===== src/rtl/fetch_pkg.sv =====
// +--------------------------------------------------------------------+
// | fetch_pkg : shared types and helpers for the halfword fetch unit   |
// | Rev 1.0                                                            |
// +--------------------------------------------------------------------+
`default_nettype none

package fetch_pkg;

   localparam int DEFAULT_QDEPTH = 4;

   typedef enum logic [1:0] {
      ST_RESET = 2'd0,
      ST_RUN   = 2'd1,
      ST_DRAIN = 2'd2
   } fetch_state_e;

   // Top five bits 11101/11110/11111 mark a 32-bit encoding; masking and a
   // magnitude compare expresses exactly that set.
   function automatic logic is32_prefix(input logic [15:0] hw);
      return (hw & 16'hF800) >= 16'hE800;
   endfunction

endpackage

`default_nettype wire


===== src/rtl/fetch_ctrl_hw_queue.sv =====
// +--------------------------------------------------------------------+
// | hw_queue : circular halfword FIFO, 1 push, 0/1/2 pop, flush        |
// | Rev 1.0                                                            |
// +--------------------------------------------------------------------+
`default_nettype none

module hw_queue
   import fetch_pkg::*;
#(
   parameter int QDEPTH = DEFAULT_QDEPTH
) (
   input  logic                         clk,
   input  logic                         rst,
   input  logic                         push_i,
   input  logic [15:0]                  push_data_i,
   input  logic [1:0]                   pop_n_i,
   input  logic                         flush_i,
   output logic [15:0]                  head0_o,
   output logic [15:0]                  head1_o,
   output logic [$clog2(QDEPTH+1)-1:0]  count_o
);

   localparam int CW = $clog2(QDEPTH+1);
   localparam int PW = $clog2(QDEPTH);

   logic [15:0]   mem_q [QDEPTH];
   logic [PW-1:0] rd_ptr_q, rd_ptr_d;
   logic [PW-1:0] wr_ptr_q, wr_ptr_d;
   logic [CW-1:0] count_q, count_d;

   // Pointer advance that also works for non power-of-two depths.
   function automatic logic [PW-1:0] adv(input logic [PW-1:0] p, input int n);
      int s;
      s = int'(p) + n;
      if (s >= QDEPTH) s = s - QDEPTH;
      return PW'(s);
   endfunction

   always_comb begin
      rd_ptr_d = rd_ptr_q;
      wr_ptr_d = wr_ptr_q;
      count_d  = count_q;
      if (flush_i) begin
         rd_ptr_d = '0;
         wr_ptr_d = '0;
         count_d  = '0;
      end else begin
         rd_ptr_d = adv(rd_ptr_q, int'(pop_n_i));
         if (push_i) wr_ptr_d = adv(wr_ptr_q, 1);
         count_d = count_q + CW'(push_i) - CW'(pop_n_i);
      end
   end

   always_ff @(posedge clk or posedge rst) begin
      if (rst) begin
         rd_ptr_q <= '0;
         wr_ptr_q <= '0;
         count_q  <= '0;
         for (int i = 0; i < QDEPTH; i++) mem_q[i] <= '0;
      end else begin
         rd_ptr_q <= rd_ptr_d;
         wr_ptr_q <= wr_ptr_d;
         count_q  <= count_d;
         if (push_i && !flush_i) mem_q[wr_ptr_q] <= push_data_i;
      end
   end

   assign head0_o = mem_q[rd_ptr_q];
   assign head1_o = mem_q[adv(rd_ptr_q, 1)];
   assign count_o = count_q;

endmodule

`default_nettype wire


===== src/rtl/fetch_ctrl.sv =====
// +--------------------------------------------------------------------+
// | fetch_ctrl : halfword fetch sequencer feeding 16/32-bit decode     |
// | Rev 1.0                                                            |
// +--------------------------------------------------------------------+
`default_nettype none

module fetch_ctrl
   import fetch_pkg::*;
#(
   parameter int                ADDR_W   = 32,
   parameter logic [ADDR_W-1:0] RESET_PC = '0,
   parameter int                QDEPTH   = DEFAULT_QDEPTH
) (
   input  logic              clk,
   input  logic              rst,
   output logic              imem_req,
   output logic [ADDR_W-1:0] imem_addr,
   input  logic              imem_gnt,
   input  logic              imem_rvalid,
   input  logic [15:0]       imem_rdata,
   input  logic              redirect,
   input  logic [ADDR_W-1:0] redirect_pc,
   output logic              inst_valid,
   input  logic              inst_ready,
   output logic [31:0]       inst,
   output logic              inst_is32,
   output logic [ADDR_W-1:0] inst_pc
);

   localparam int                CW        = $clog2(QDEPTH+1);
   localparam logic [ADDR_W-1:0] PC_ALIGN  = ~ADDR_W'(1);
   localparam logic [ADDR_W-1:0] START_PC  = RESET_PC & PC_ALIGN;

   fetch_state_e      state_q, state_d;
   logic [ADDR_W-1:0] fetch_pc_q, fetch_pc_d;
   logic [ADDR_W-1:0] head_pc_q, head_pc_d;
   // Outstanding requests; while draining every one of them is stale, so
   // the same counter serves as the discard count.
   logic [CW-1:0]     out_cnt_q, out_cnt_d;

   logic [15:0]       head0, head1;
   logic [CW-1:0]     q_count;
   logic [CW:0]       credit_used;
   logic              issue;
   logic              head_is32;
   logic              push;
   logic              pop;
   logic [1:0]        pop_n;
   logic [ADDR_W-1:0] new_pc;

   hw_queue #(.QDEPTH(QDEPTH)) u_queue (
      .clk         (clk),
      .rst         (rst),
      .push_i      (push),
      .push_data_i (imem_rdata),
      .pop_n_i     (pop_n),
      .flush_i     (redirect),
      .head0_o     (head0),
      .head1_o     (head1),
      .count_o     (q_count)
   );

   assign new_pc      = redirect_pc & PC_ALIGN;
   assign credit_used = (CW+1)'(q_count) + (CW+1)'(out_cnt_q);
   assign imem_req    = (state_q == ST_RUN) && (credit_used < (CW+1)'(QDEPTH));
   assign imem_addr   = fetch_pc_q;
   assign issue       = imem_req & imem_gnt;

   assign head_is32   = is32_prefix(head0);
   assign inst_valid  = !redirect &&
                        (head_is32 ? (q_count >= CW'(2)) : (q_count != '0));
   assign pop         = inst_valid & inst_ready;
   assign pop_n       = pop ? (head_is32 ? 2'd2 : 2'd1) : 2'd0;
   assign push        = imem_rvalid && (state_q == ST_RUN) && !redirect;

   assign inst        = head_is32 ? {head0, head1} : {16'h0000, head0};
   assign inst_is32   = head_is32;
   assign inst_pc     = head_pc_q;

   assign out_cnt_d   = out_cnt_q + CW'(issue) - CW'(imem_rvalid);

   always_comb begin
      state_d    = state_q;
      fetch_pc_d = fetch_pc_q;
      head_pc_d  = head_pc_q;
      case (state_q)
         ST_RESET: state_d = ST_RUN;
         ST_RUN:   if (redirect && out_cnt_d != '0) state_d = ST_DRAIN;
         ST_DRAIN: if (out_cnt_d == '0) state_d = ST_RUN;
         default:  state_d = ST_RESET;
      endcase
      if (redirect) begin
         fetch_pc_d = new_pc;
         head_pc_d  = new_pc;
      end else begin
         if (issue) fetch_pc_d = fetch_pc_q + ADDR_W'(2);
         if (pop)   head_pc_d  = head_pc_q + (head_is32 ? ADDR_W'(4) : ADDR_W'(2));
      end
   end

   always_ff @(posedge clk or posedge rst) begin
      if (rst) begin
         state_q    <= ST_RESET;
         fetch_pc_q <= START_PC;
         head_pc_q  <= START_PC;
         out_cnt_q  <= '0;
      end else begin
         state_q    <= state_d;
         fetch_pc_q <= fetch_pc_d;
         head_pc_q  <= head_pc_d;
         out_cnt_q  <= out_cnt_d;
      end
   end

endmodule

`default_nettype wire


===== config.mk =====
export PLATFORM = sky130hd
export DESIGN_NAME = fetch_ctrl
export DESIGN_NICKNAME = d
export VERILOG_FILES = /design/src/rtl/fetch_pkg.sv /design/src/rtl/fetch_ctrl_hw_queue.sv /design/src/rtl/fetch_ctrl.sv
export SDC_FILE = /design/constraint.sdc
export NUM_CORES = 1
export LEC_CHECK = 0
export BUFFER_PORTS_ARGS = -buffer_cell sky130_fd_sc_hd__buf_2
export CORE_UTILIZATION = 30
export CTS_CLUSTER_DIAMETER = 60
export DETAILED_ROUTE_END_ITERATION = 12
export HOLD_SLACK_MARGIN = 0.03
export SYNTH_ARGS = -nofsm -noshare
export SYNTH_HDL_FRONTEND = slang
export SYNTH_SLANG_ARGS = --single-unit

===== constraint.sdc =====
create_clock -name clk -period 5.4 [get_ports clk]
set_clock_uncertainty 0.15 [all_clocks]
set_input_delay 0 -clock clk [delete_from_list [all_inputs] [get_ports clk]]
set_output_delay 0 -clock clk [all_outputs]
set_load 0.05 [all_outputs]

==> impl_results.md <==
- Crit. End Element: register
- GRT met3 Usage: 4.514%
- Total CTS buffers: 17
- First-pass GRT wire length: 37270 um
- Initial core utilization: 30.51%
- DPL Wire Length: 15940 um
- Htree depth: 4
- GR Util met2: 27.70%
- Gr ovfl total: 0
- CP startpoint kind: register
- Antenna violations before repair: 0
- Sw power: 2.233 mW
- Die Y: 167.3 um
- Final Cycle Share: 91.30%
- Port-buffer cells: 149
- Gr usage total: 16.94%
- Core Rows: 60
- Status: completed
- DRC errors left: 0
- DIE AREA: 28000 um2
- # nets final: 1010
- Post-synth top flop: dfrtp_1
- Clk Tree Root Cell: clkbuf_16
- Core Box Area: 26880 um2
- Max clock buf depth: 2
- Clock period minus worst slack: 4.930 ns
- Min-Delay Path Class: input pin to async pin
- Cell area after synthesis: 8199 um2
- Vias: 6734
- RSZ-0062 raised after global routing: no
- Critical Path Fanout Max: 21
- Avg Synthesized Cell Area: 10.89 um2
- Post-CTS sizing: 0
- Share of layout cells above drive strength 1: 32.70%
- Switching share of power: 44.68%
- Clk sinks: 138
- Final hold violation count: 0
- Max cap viols: 0
- DR WL/cell: 17.90 um
- Largest net degree at the start of global routing: 107
- # fillers: 2650
- Via density: 5.212
- Post-Synth Adder-Cell Area: 3.022%
- # setup viols final: 0
- Total Wirelength: 23120 um
- Mux cell area share after synthesis: 18.75%
- TNS Setup: 0 ns
- Fmax: 0.2028 GHz
- Post-route ant nets: 0
- EDFF count, synth: 0
- Async SR Flop Fraction: 100.0%
- Postcts setup bufs: 0
- PD cells: 484.1 nW/um2
- Worst slew pin tran: 1.066 ns
- Sequential fraction of the synthesis area: 42.12%
- DR pass1 iterations: 5
- Combinational power share: 46.0%
- Max-slew violations: 0
- Clk pwr share: 22.5%
- Number of synthesized register bits: 138
- P&R area growth vs syn: 25.94%
- N_diodes: 0
- Post-Synthesis Cells: 753
- WS Path Type: register to register
- Total power: 4.999 mW
- Drt initial violations: 404
- WP data arrival: 5.15 ns
- Required time of the critical path: 5.61 ns
- XOR/XNOR Fraction of Synth Area: 3.205%
- TritonCTS clock tree: built
- Complex-gate fraction of the synthesized area: 9.171%
- Seq pwr share: 31.5%
- Largest family of logic cells by synthesized area: simple AND/OR/NAND/NOR gates
- Simple-Gate Fraction of Synth Area: 19.72%
- Leakage: 4.500 nW
- Layer carrying the most global-route usage: met2
- Clk_lat worst skew: 0.42 ns
- Number of I/O pins: 153
- Max-slew headroom: 28.29%
- WHS: 0.2349 ns
- Worst-path clk slew: 0.07 ns
- Die Span X: 167.3 um
- Global routing usage on met1: 22.58%
- Synth warnings: 0
- Netlist cell types: 63
- Worst R2R Path Depth: 13
- Vias in the first global route: 6665
- Cell Int Power: 2.766 mW
- # hold bufs at CTS: 53
- GPL Wtd Cong: 0.8113
- Worst vdd ir: 0.0004095 V
## worst max-delay path: stages, from the launching register on
cell	delay, ns
dfrtp_1	0.96
mux4_2	0.42
o211ai_2	0.09
buf_4	0.20
nor2b_2	0.23
inv_1	0.09
ha_1	0.21
fa_1	0.42
nand4_1	0.31
nor2_1	0.19
a22oi_2	0.44
mux2_1	0.37
a221oi_1	0.19
dlygate4sd3_1	0.58
## state kept, by name (all words and copies together), names as in the netlist
signal,flops
u_queue.wr_ptr_q,2
u_queue.mem_q,64
u_queue.count_o,3
inst_pc,31
out_cnt_q,3
imem_addr,31
u_queue.rd_ptr_q,2
state_q,2
## final cells by class
class | count | area, um2 | share of cell area (%)
multi-input combinational | 543 | 4433 | 42.93
sequential | 138 | 3455 | 33.45
timing repair buffer | 210 | 1339 | 12.96
clock buffer | 18 | 439.2 | 4.253
tap | 341 | 426.7 | 4.132
clock inverter | 14 | 123.9 | 1.200
inverter | 28 | 110.1 | 1.066
## final timing paths
kind / endpoint / start / slack, ns
setup / recovery: inst_pc[13] / u_queue.rd_ptr_q[1] / 0.47
hold / removal: inst_pc[10] / rst / 0.23
setup reg to reg: inst_pc[13] / u_queue.rd_ptr_q[1] / 0.47
hold reg to reg: u_queue.mem_q[3] / u_queue.mem_q[3] / 0.37
max in group asynchronous: inst_pc[9] / rst / 3.81
min in group clk: u_queue.mem_q[36] / imem_rdata[4] / 0.24
## cells by family (layout without fill, tap and decap cells)
kind of cell / after synthesis / count (layout)
and+or+nand+nor: 290 / 290
DFF: 138 / 138
muxes: 105 / 105
AOI/OAI and AO/OA: 98 / 98
buffers and inverters: 73 / 270
xor gates and xnor gates: 30 / 30
adders and majority gates: 18 / 18
other: 1 / 2
## through the flow
stage	area [um2]	cells	util [%]	worst slack (ns)
2_1_floorplan	8203	754	-	1.334
6_report	10330	1292	38.42	0.4697
3_3_place_gp	9233	1207	34.35	1.126
5_1_grt	10330	1292	38.42	0.1802
3_5_place_dp	9233	1207	34.35	1.039
4_1_cts	10330	1292	38.42	0.4783
## placed cells by master, fill, tap and decap left out, drive strengths merged, types with 3 or more instances in the layout
cell and instances:
nand2b 15, o31ai 6, a21boi 12, or4b 4, nand3 21, a31oi 5
fa 3, clkinv 8, o2111a 4, nor4b 5, nand4 16, and2 14
clkbuf 18, dlygate4sd3 53, nor4 33, o21ai 8, and3 11, clkinvlp 4
mux2 69, inv 29, a21oi 14, nor3b 5, nor3 27, nor2b 8
mux4 32, a22oi 3, ha 15, xor2 5, dfrtp 138, mux2i 4
nor2 40, o31a 9, a211oi 12, and4 10, or3 4, a221oi 6
o21a 7, xnor2 25, buf 157, nand2 75
## routing by layer
metal  vias to the layer above  part of all wire, %  wire (um)
met5                         -                    0          0
met4                         0                 0.69        160
met3                        16                  6.6       1525
met2                       205                   47      10800
met1                      3341                   46      10640
li1                       3172                    -          -
## power by group through the flow
stage,Clock [mW],Combinational (mW),Sequential (mW)
after global placement,0,2.25,1.57
after detailed placement,0,2.27,1.59
after global routing,1.19,2.48,1.63
after floorplan,0,1.64,1.69
final,1.12,2.30,1.58
after CTS,1.15,2.32,1.57
## cells in the mapped netlist (3+ instances only)
cell type    n  share of area (%)
buf_2        5               0.31
o31ai_1      6               0.55
nor4_1      23                1.8
nand3_1     21                1.3
and2_1      14                1.1
ha_1        15                2.3
o21a_1       7               0.64
xor2_1       5               0.53
nor3_1      27                1.6
nor2b_1      8               0.61
buf_1        7               0.32
nor4b_1      3               0.32
a211oi_1    12                1.1
clkbuf_1    26                1.2
mux2i_1      4               0.49
a31oi_1      5               0.38
and3_1      11               0.84
and4_1      10                1.1
a21boi_0     3               0.27
nor4_2      10                1.5
o2111a_1     4               0.55
fa_1         3               0.73
or4b_1       3               0.37
nor3b_1      5               0.46
a221oi_1     6               0.64
mux4_2      32                8.8
o21ai_0      7               0.43
nand4_1     16                1.2
or3_1        4               0.31
dfrtp_1    138                 42
nor2_1      40                1.8
mux2_2      67                9.2
o31a_1       9               0.96
a21oi_1     14               0.85
inv_1       27                1.2
a21boi_1     9               0.82
nand2_1     75                3.4
xnor2_1     25                2.7
buf_6        5               0.69
nand2b_1    15                1.1
No activity file was read; power rests on OpenSTA's default activity.
